<file path="config.mk">
export PLATFORM = sky130hd
export DESIGN_NAME = dsp_pll_supervisor
export DESIGN_NICKNAME = d
export VERILOG_FILES = /design/src/rtl/dsp_pll_supervisor.sv
export SDC_FILE = /design/constraint.sdc
export NUM_CORES = 1
export LEC_CHECK = 0
export CAP_MARGIN = 30
export CELL_PAD_IN_SITES_DETAIL_PLACEMENT = 1
export CELL_PAD_IN_SITES_GLOBAL_PLACEMENT = 1
export CORE_ASPECT_RATIO = 2
export CORE_MARGIN = 2
export CORE_UTILIZATION = 40
export CTS_BUF_LIST = sky130_fd_sc_hd__clkbuf_16
export CTS_CLUSTER_DIAMETER = 80
export DETAILED_ROUTE_END_ITERATION = 16
export DONT_BUFFER_PORTS = 1
export HOLD_SLACK_MARGIN = 0.1
export PLACE_DENSITY = 0.8
export SLEW_MARGIN = 5
export SYNTH_ARGS = -nofsm -noshare
export SYNTH_HDL_FRONTEND = slang
export SYNTH_SLANG_ARGS = --single-unit
export TNS_END_PERCENT = 50
</file>
<file path="constraint.sdc">
create_clock -name clk -period 6.11 [get_ports clk]
set_clock_uncertainty 0.2 [all_clocks]
set_input_delay 0.611 -clock clk [delete_from_list [all_inputs] [get_ports clk]]
set_output_delay 0.611 -clock clk [all_outputs]
set_load 0.03 [all_outputs]
</file>
<file path="src/rtl/dsp_pll_supervisor.sv">
// PLL reset sequencer and health monitor: lock wait with timeout/retry, then DSP clock frequency check.
// Frequency check present only when DSP_PLL_FREQ_CHECK_EN is defined; otherwise SETTLE goes straight to RUN.
module dsp_pll_supervisor #(
  parameter int PLL_RST_CYCLES = 16,
  parameter int LOCK_TIMEOUT   = 270000,
  parameter int SETTLE_CYCLES  = 2700,
  parameter int GATE_CYCLES    = 27000,
  parameter int CNT_MIN        = 94,
  parameter int CNT_MAX        = 97,
  parameter int MAX_RETRY      = 7
) (
  input  logic       clk,
  input  logic       reset,
  input  logic       pll_lock,
  input  logic       dsp_tog,
  output logic       pll_reset,
  output logic       dsp_reset,
  output logic       ready,
  output logic       fault,
  output logic [3:0] retry_cnt,
  output logic [7:0] meas_cnt
);

  typedef enum logic [2:0] {
    S_PLL_RST, S_WAIT_LOCK, S_SETTLE, S_MEASURE, S_RUN, S_FAULT
  } state_t;

  state_t      r_state;
  state_t      w_nxt;
  logic [18:0] r_cnt;
  logic [1:0]  r_lock_sync;
  logic        w_lock;
  logic        w_cnt_clr;
  logic        w_fail;
  logic        w_win_end;
  logic        w_in_range;
  logic [3:0]  w_retry_inc;

  function automatic logic [3:0] sat_inc4(input logic [3:0] v);
    return (v == 4'hF) ? v : v + 4'd1;
  endfunction

  assign w_lock = r_lock_sync[1];

`ifdef DSP_PLL_FREQ_CHECK_EN
  localparam state_t AFTER_SETTLE = S_MEASURE;

  logic [2:0] r_tog_sync;
  logic [7:0] r_edge_cnt;
  logic [7:0] r_meas;
  logic       w_edge;
  logic       w_gating;
  logic [7:0] w_win_cnt;

  function automatic logic [7:0] sat_add8(input logic [7:0] v, input logic e);
    return (v == 8'hFF) ? v : v + {7'd0, e};
  endfunction

  assign w_edge     = r_tog_sync[2] ^ r_tog_sync[1];
  assign w_gating   = (r_state == S_MEASURE) || (r_state == S_RUN);
  assign w_win_end  = w_gating && (r_cnt == 19'(GATE_CYCLES - 1));
  // An edge on the closing cycle belongs to the closing window.
  assign w_win_cnt  = sat_add8(r_edge_cnt, w_edge);
  assign w_in_range = (w_win_cnt >= 8'(CNT_MIN)) && (w_win_cnt <= 8'(CNT_MAX));
  assign meas_cnt   = r_meas;

  always_ff @(posedge clk) begin
    r_tog_sync <= {r_tog_sync[1:0], dsp_tog};
    if (!w_gating || w_win_end) r_edge_cnt <= 8'd0;
    else                        r_edge_cnt <= w_win_cnt;
    if (reset)          r_meas <= 8'd0;
    else if (w_win_end) r_meas <= w_win_cnt;
  end
`else
  localparam state_t AFTER_SETTLE = S_RUN;

  logic w_unused;
  assign w_unused   = ^{dsp_tog, 32'(GATE_CYCLES), 32'(CNT_MIN), 32'(CNT_MAX)};
  assign w_win_end  = 1'b0;
  assign w_in_range = 1'b1;
  assign meas_cnt   = 8'd0;
`endif

  always_comb begin
    w_nxt     = r_state;
    w_cnt_clr = 1'b0;
    w_fail    = 1'b0;
    case (r_state)
      S_PLL_RST:
        if (r_cnt == 19'(PLL_RST_CYCLES - 1)) w_nxt = S_WAIT_LOCK;
      S_WAIT_LOCK:
        if (w_lock) w_nxt = S_SETTLE;
        else if (r_cnt == 19'(LOCK_TIMEOUT - 1)) w_fail = 1'b1;
      S_SETTLE:
        if (!w_lock) w_cnt_clr = 1'b1;
        else if (r_cnt == 19'(SETTLE_CYCLES - 1)) w_nxt = AFTER_SETTLE;
      S_MEASURE:
        if (!w_lock) w_fail = 1'b1;
        else if (w_win_end) begin
          if (w_in_range) w_nxt = S_RUN;
          else            w_fail = 1'b1;
        end
      S_RUN:
        if (!w_lock) w_fail = 1'b1;
        else if (w_win_end) begin
          if (w_in_range) w_cnt_clr = 1'b1;
          else            w_fail = 1'b1;
        end
      S_FAULT: ;
      default: w_nxt = S_PLL_RST;
    endcase
    w_retry_inc = sat_inc4(retry_cnt);
    if (w_fail) w_nxt = (w_retry_inc >= 4'(MAX_RETRY)) ? S_FAULT : S_PLL_RST;
  end

  // Outputs are decoded from the next state so they move on the same edge as the state.
  always_ff @(posedge clk) begin
    if (reset) begin
      r_state     <= S_PLL_RST;
      r_cnt       <= 19'd0;
      r_lock_sync <= 2'b00;
      pll_reset   <= 1'b1;
      dsp_reset   <= 1'b1;
      ready       <= 1'b0;
      fault       <= 1'b0;
      retry_cnt   <= 4'd0;
    end else begin
      r_lock_sync <= {r_lock_sync[0], pll_lock};
      r_state     <= w_nxt;
      if ((w_nxt != r_state) || w_cnt_clr) r_cnt <= 19'd0;
      else if (r_state != S_FAULT)         r_cnt <= r_cnt + 19'd1;
      if (w_fail)                                   retry_cnt <= w_retry_inc;
      else if ((w_nxt == S_RUN) && (r_state != S_RUN)) retry_cnt <= 4'd0;
      pll_reset <= (w_nxt == S_PLL_RST) || (w_nxt == S_FAULT);
      dsp_reset <= (w_nxt != S_RUN);
      ready     <= (w_nxt == S_RUN);
      fault     <= (w_nxt == S_FAULT);
    end
  end

endmodule
</file>
==> Flow_metrics.wiki <==
{| class="wikitable"
! Metric !! Value
|-
| ANT cells || 0
|-
| Post-CTS setup-driven buffer insertion count || 0
|-
| Largest net degree at the start of global routing || 20
|-
| Global placer's final weighted congestion || between 0.7 and 0.8
|-
| Async set or reset register ratio after synthesis || 0%
|-
| LEAKAGE || approximately 0.68 nW
|-
| Die extent in y || 97.9 um
|-
| First-pass GRT wire length || 6.97 mm
|-
| Clock tree sinks || 32
|-
| Cells along the critical path || ha_1 -> nor4bb_1 -> and4_1 -> a31o_4 -> nor2_1 -> o41ai_4 -> buf_6 -> nor3_1
|-
| Number of iterations in the first detailed-routing pass || 4
|-
| Starting density of the core || approximately two fifths
|-
| Fmax || roughly 0.33 GHz
|-
| List of most frequent post-synthesis cells || 32 x sky130_fd_sc_hd__dfxtp_1, 26 x sky130_fd_sc_hd__nor3_1, 14 x sky130_fd_sc_hd__nor2_1, 13 x sky130_fd_sc_hd__nand2_1, 11 x sky130_fd_sc_hd__xor2_1
|-
| Detailed-route wire length per cell || about 16 um
|-
| Number of setup violations in the final report || 0
|-
| Share of layout cells above drive strength 1 || 9.45%
|-
| H-tree lvl count || 2
|-
| Commonest register cell after synthesis || sky130_fd_sc_hd__dfxtp_1
|-
| Total via count in the routed design || ~1,400
|-
| Netlist area before placement || 0.00176 mm^2
|-
| Area used by multi-input combinational logic || ~0.0010 mm^2
|-
| Slowest stage cell, crit path || sky130_fd_sc_hd__o41ai_4
|-
| Setup repair after global routing missed its margin || false
|-
| Sum of internal, switching and leakage power || slightly above 0.0005 W
|-
| Die Span X || slightly above 50 um
|-
| Number of antenna violations at the first check in global routing || 0
|-
| Synth Warn # || 0
|-
| Number of vias per cell || between 5 and 6
|-
| Routed Wire Length || around 4.1 mm
|-
| Number of global-route vias before repair || between 1,500 and 2,000
|-
| Area delta synth->final || 9.72%
|-
| Final number of hold-violating endpoints || 0
|-
| Aggregate negative setup slack || 0 ps
|-
| Nets@finish || ~210
|-
| Count of unresolved DRC violations after routing || 0
|-
| Smallest hold slack || 192 ps
|-
| Sequential Area || approximately 640 um^2
|-
| Detail Route Antenna Nets || 0
|-
| Buffer cell driving the clock tree root || sky130_fd_sc_hd__clkbuf_16
|-
| HPWL after detailed placement || between 3 and 4 mm
|-
| Reg2Reg Launch Point || r_cnt[0]
|-
| Worst hold path class || in2reg
|-
| Largest fanout of any net on the critical path || 15
|-
| GR Overflow Total || 0
|-
| Synthesized area per cell || around 9 um^2
|-
| Number of cell rows || 34
|-
| IO Count || 20
|-
| Worst Path Buf+Inv || 1
|-
| Worst supply voltage drop on vdd || between 0.2 and 0.25 mV
|-
| Number of flops mapped to enable cells by yosys || 0
|-
| Final Cycle Share || between 40% and 50%
|-
| Clock Latency Late Sink || ~280 ps
|-
| Data required time of the critical path || between 6000 and 7000 ps
|-
| Quantity of gates resized following cts || 0
|-
| Synth area leaders || sky130_fd_sc_hd__dfxtp_1 36%, sky130_fd_sc_hd__nor3_1 7.4%, sky130_fd_sc_hd__xor2_1 5.5%
|-
| Synthesized flop and latch total || 32
|-
| Dominant cell by count in the synthesized netlist || sky130_fd_sc_hd__dfxtp_1
|-
| Count of hold buffers inserted by post-cts repair || 0
|-
| Cts bufs inserted || 5
|-
| Portion of synthesized cell area occupied by the leading cell type || between 30% and 40%
|-
| CTS tree || built
|-
| DIE AREA || around 0.005 mm^2
|-
| Biggest cell delay along the critical path || roughly 670 ps
|-
| Signal arrival time at the worst endpoint || around 3000 ps
|-
| Count of different cell masters after synthesis || 50
|-
| Cells after synthesis || 200
|-
| Area of the core || roughly 0.0043 mm^2
|-
| Startpoint of the worst hold path || reset
|-
| Max Cap Violations || 0
|-
| Kind of end point of the critical path || flip-flop
|-
| Pwr/cell area || between 200 and 300 mW/mm^2
|-
| Critical Path Start Type || flip-flop
|-
| Final setup margin || just over 3000 ps
|-
| GRT Resource Usage Total || a little under a fifth
|-
| Setup Slack @ Placement || about 3000 ps
|-
| Maximum number of buffers from clock root to sink || 2
|-
| Family with the most delay on the worst path || compound AO/OA/AOI/OAI gates
|-
| Worst max-slew margin expressed relative to the limit || between 30% and 40%
|-
| Clock transition at the register clock pins on the worst setup and hold paths after CTS || ~50 ps
|-
| Result of the run || finished, final reports clean
|-
| Share of the yosys chip area belonging to registers || ~36%
|-
| First DRT Iteration DRCs || 22
|-
| Classification of the worst setup path || reg2reg
|-
| Launching element of the worst setup path || r_cnt[0]
|-
| Measured slew at the worst slew-check pin || roughly 910 ps
|-
| Count of pins over their slew limit || 0
|-
| Number of filler cells placed in the layout || 499
|-
| Largest area contributor in the netlist || sky130_fd_sc_hd__dfxtp_1
|-
| Post-layout minimum cycle time || just over 3000 ps
|-
| Number of buffers added on ports || 0
|}
[power by group]
group	switching (W)	internal (W)	total [W]
clock	0.0000894	0.000190	0.000279
sequential	0.00000246	0.000211	0.000214
combinational	0.0000111	0.00000450	0.0000156
[flip-flops by register name (all words and copies together) (netlist names)]
name,cells
dsp_reset,1
pll_reset,1
r_lock_sync,2
r_state,3
retry_cnt,4
fault,1
r_cnt,19
ready,1
[cell families (layout without fill, tap and decap cells)]
| kind of cell | Yosys count | count (layout) | synth area share (%) |
|---|---|---|---|
| mux | 1 | 1 | 0.567 |
| compound gates | 27 | 27 | 11.7 |
| buf+inv | 16 | 10 | 5.74 |
| simple gates | 102 | 102 | 34.2 |
| other cells | 1 | 8 | 0.213 |
| flops | 32 | 32 | 36.3 |
| fa+ha+maj | 2 | 2 | 1.42 |
| xor+xnor | 19 | 19 | 9.86 |
[worst register-to-register path, delay by kind of cell, from the launching register on]
kind / cells / cell delay (ps)
simple gates: 4 / 890
buf+inv: 1 / 240
compound gates: 2 / 950
flops: 1 / 380
fa+ha+maj: 1 / 220
[cells in the final DEF, fill, tap and decap left out, drive strengths merged, types with 2 or more instances in the layout]
cell	synthesis	layout
or3b	2	2
nand4	9	9
dfxtp	32	32
a21oi	10	10
nor2b	7	7
nand3	7	7
nor2	14	14
nor3	28	28
nor4	3	3
xnor2	8	8
clkbuf	3	5
o21ai	6	6
nand2b	2	2
and3	3	3
inv	1	2
or2	2	2
conb	1	8
nand3b	4	4
xor2	11	11
a211oi	2	2
ha	2	2
nand2	13	13
[layer usage]
layer	up-vias	track usage [%]	routed length, um
met5	-	0	0
met4	0	10.4	123
met3	7	4.28	107
met2	23	35.3	2410
met1	704	17.6	1490
li1	711	-	-
[path summary, 6_finish.rpt]
path / to / slack (ps) / cells past startpoint
worst max-delay path: r_cnt[4] / 3080 / 8
worst min-delay path: retry_cnt[1] / 190 / 1
worst max register to register: r_cnt[4] / 3080 / 8
worst min register to register: r_lock_sync[1] / 240 / 1
[final cells by class]
type	count	share of cell area, %
Timing Repair Buffer	1	0.582
Tap cell	54	3.49
Clock inverter	3	2.00
Inverter	1	0.194
Sequential cell	32	33.1
Multi-Input combinational cell	159	54.2
Clock buffer	5	6.46
[through the flow]
step | cell area, um^2 | std cells | utilization, %
after floorplan | 1790 | 207 | -
after global placement | 1760 | 246 | 41.0
after detailed placement | 1770 | 247 | 41.2
after CTS | 1940 | 255 | 45.0
after global routing | 1940 | 255 | 45.0
final | 1940 | 255 | 45.0
(Power assumes the default switching activity.)
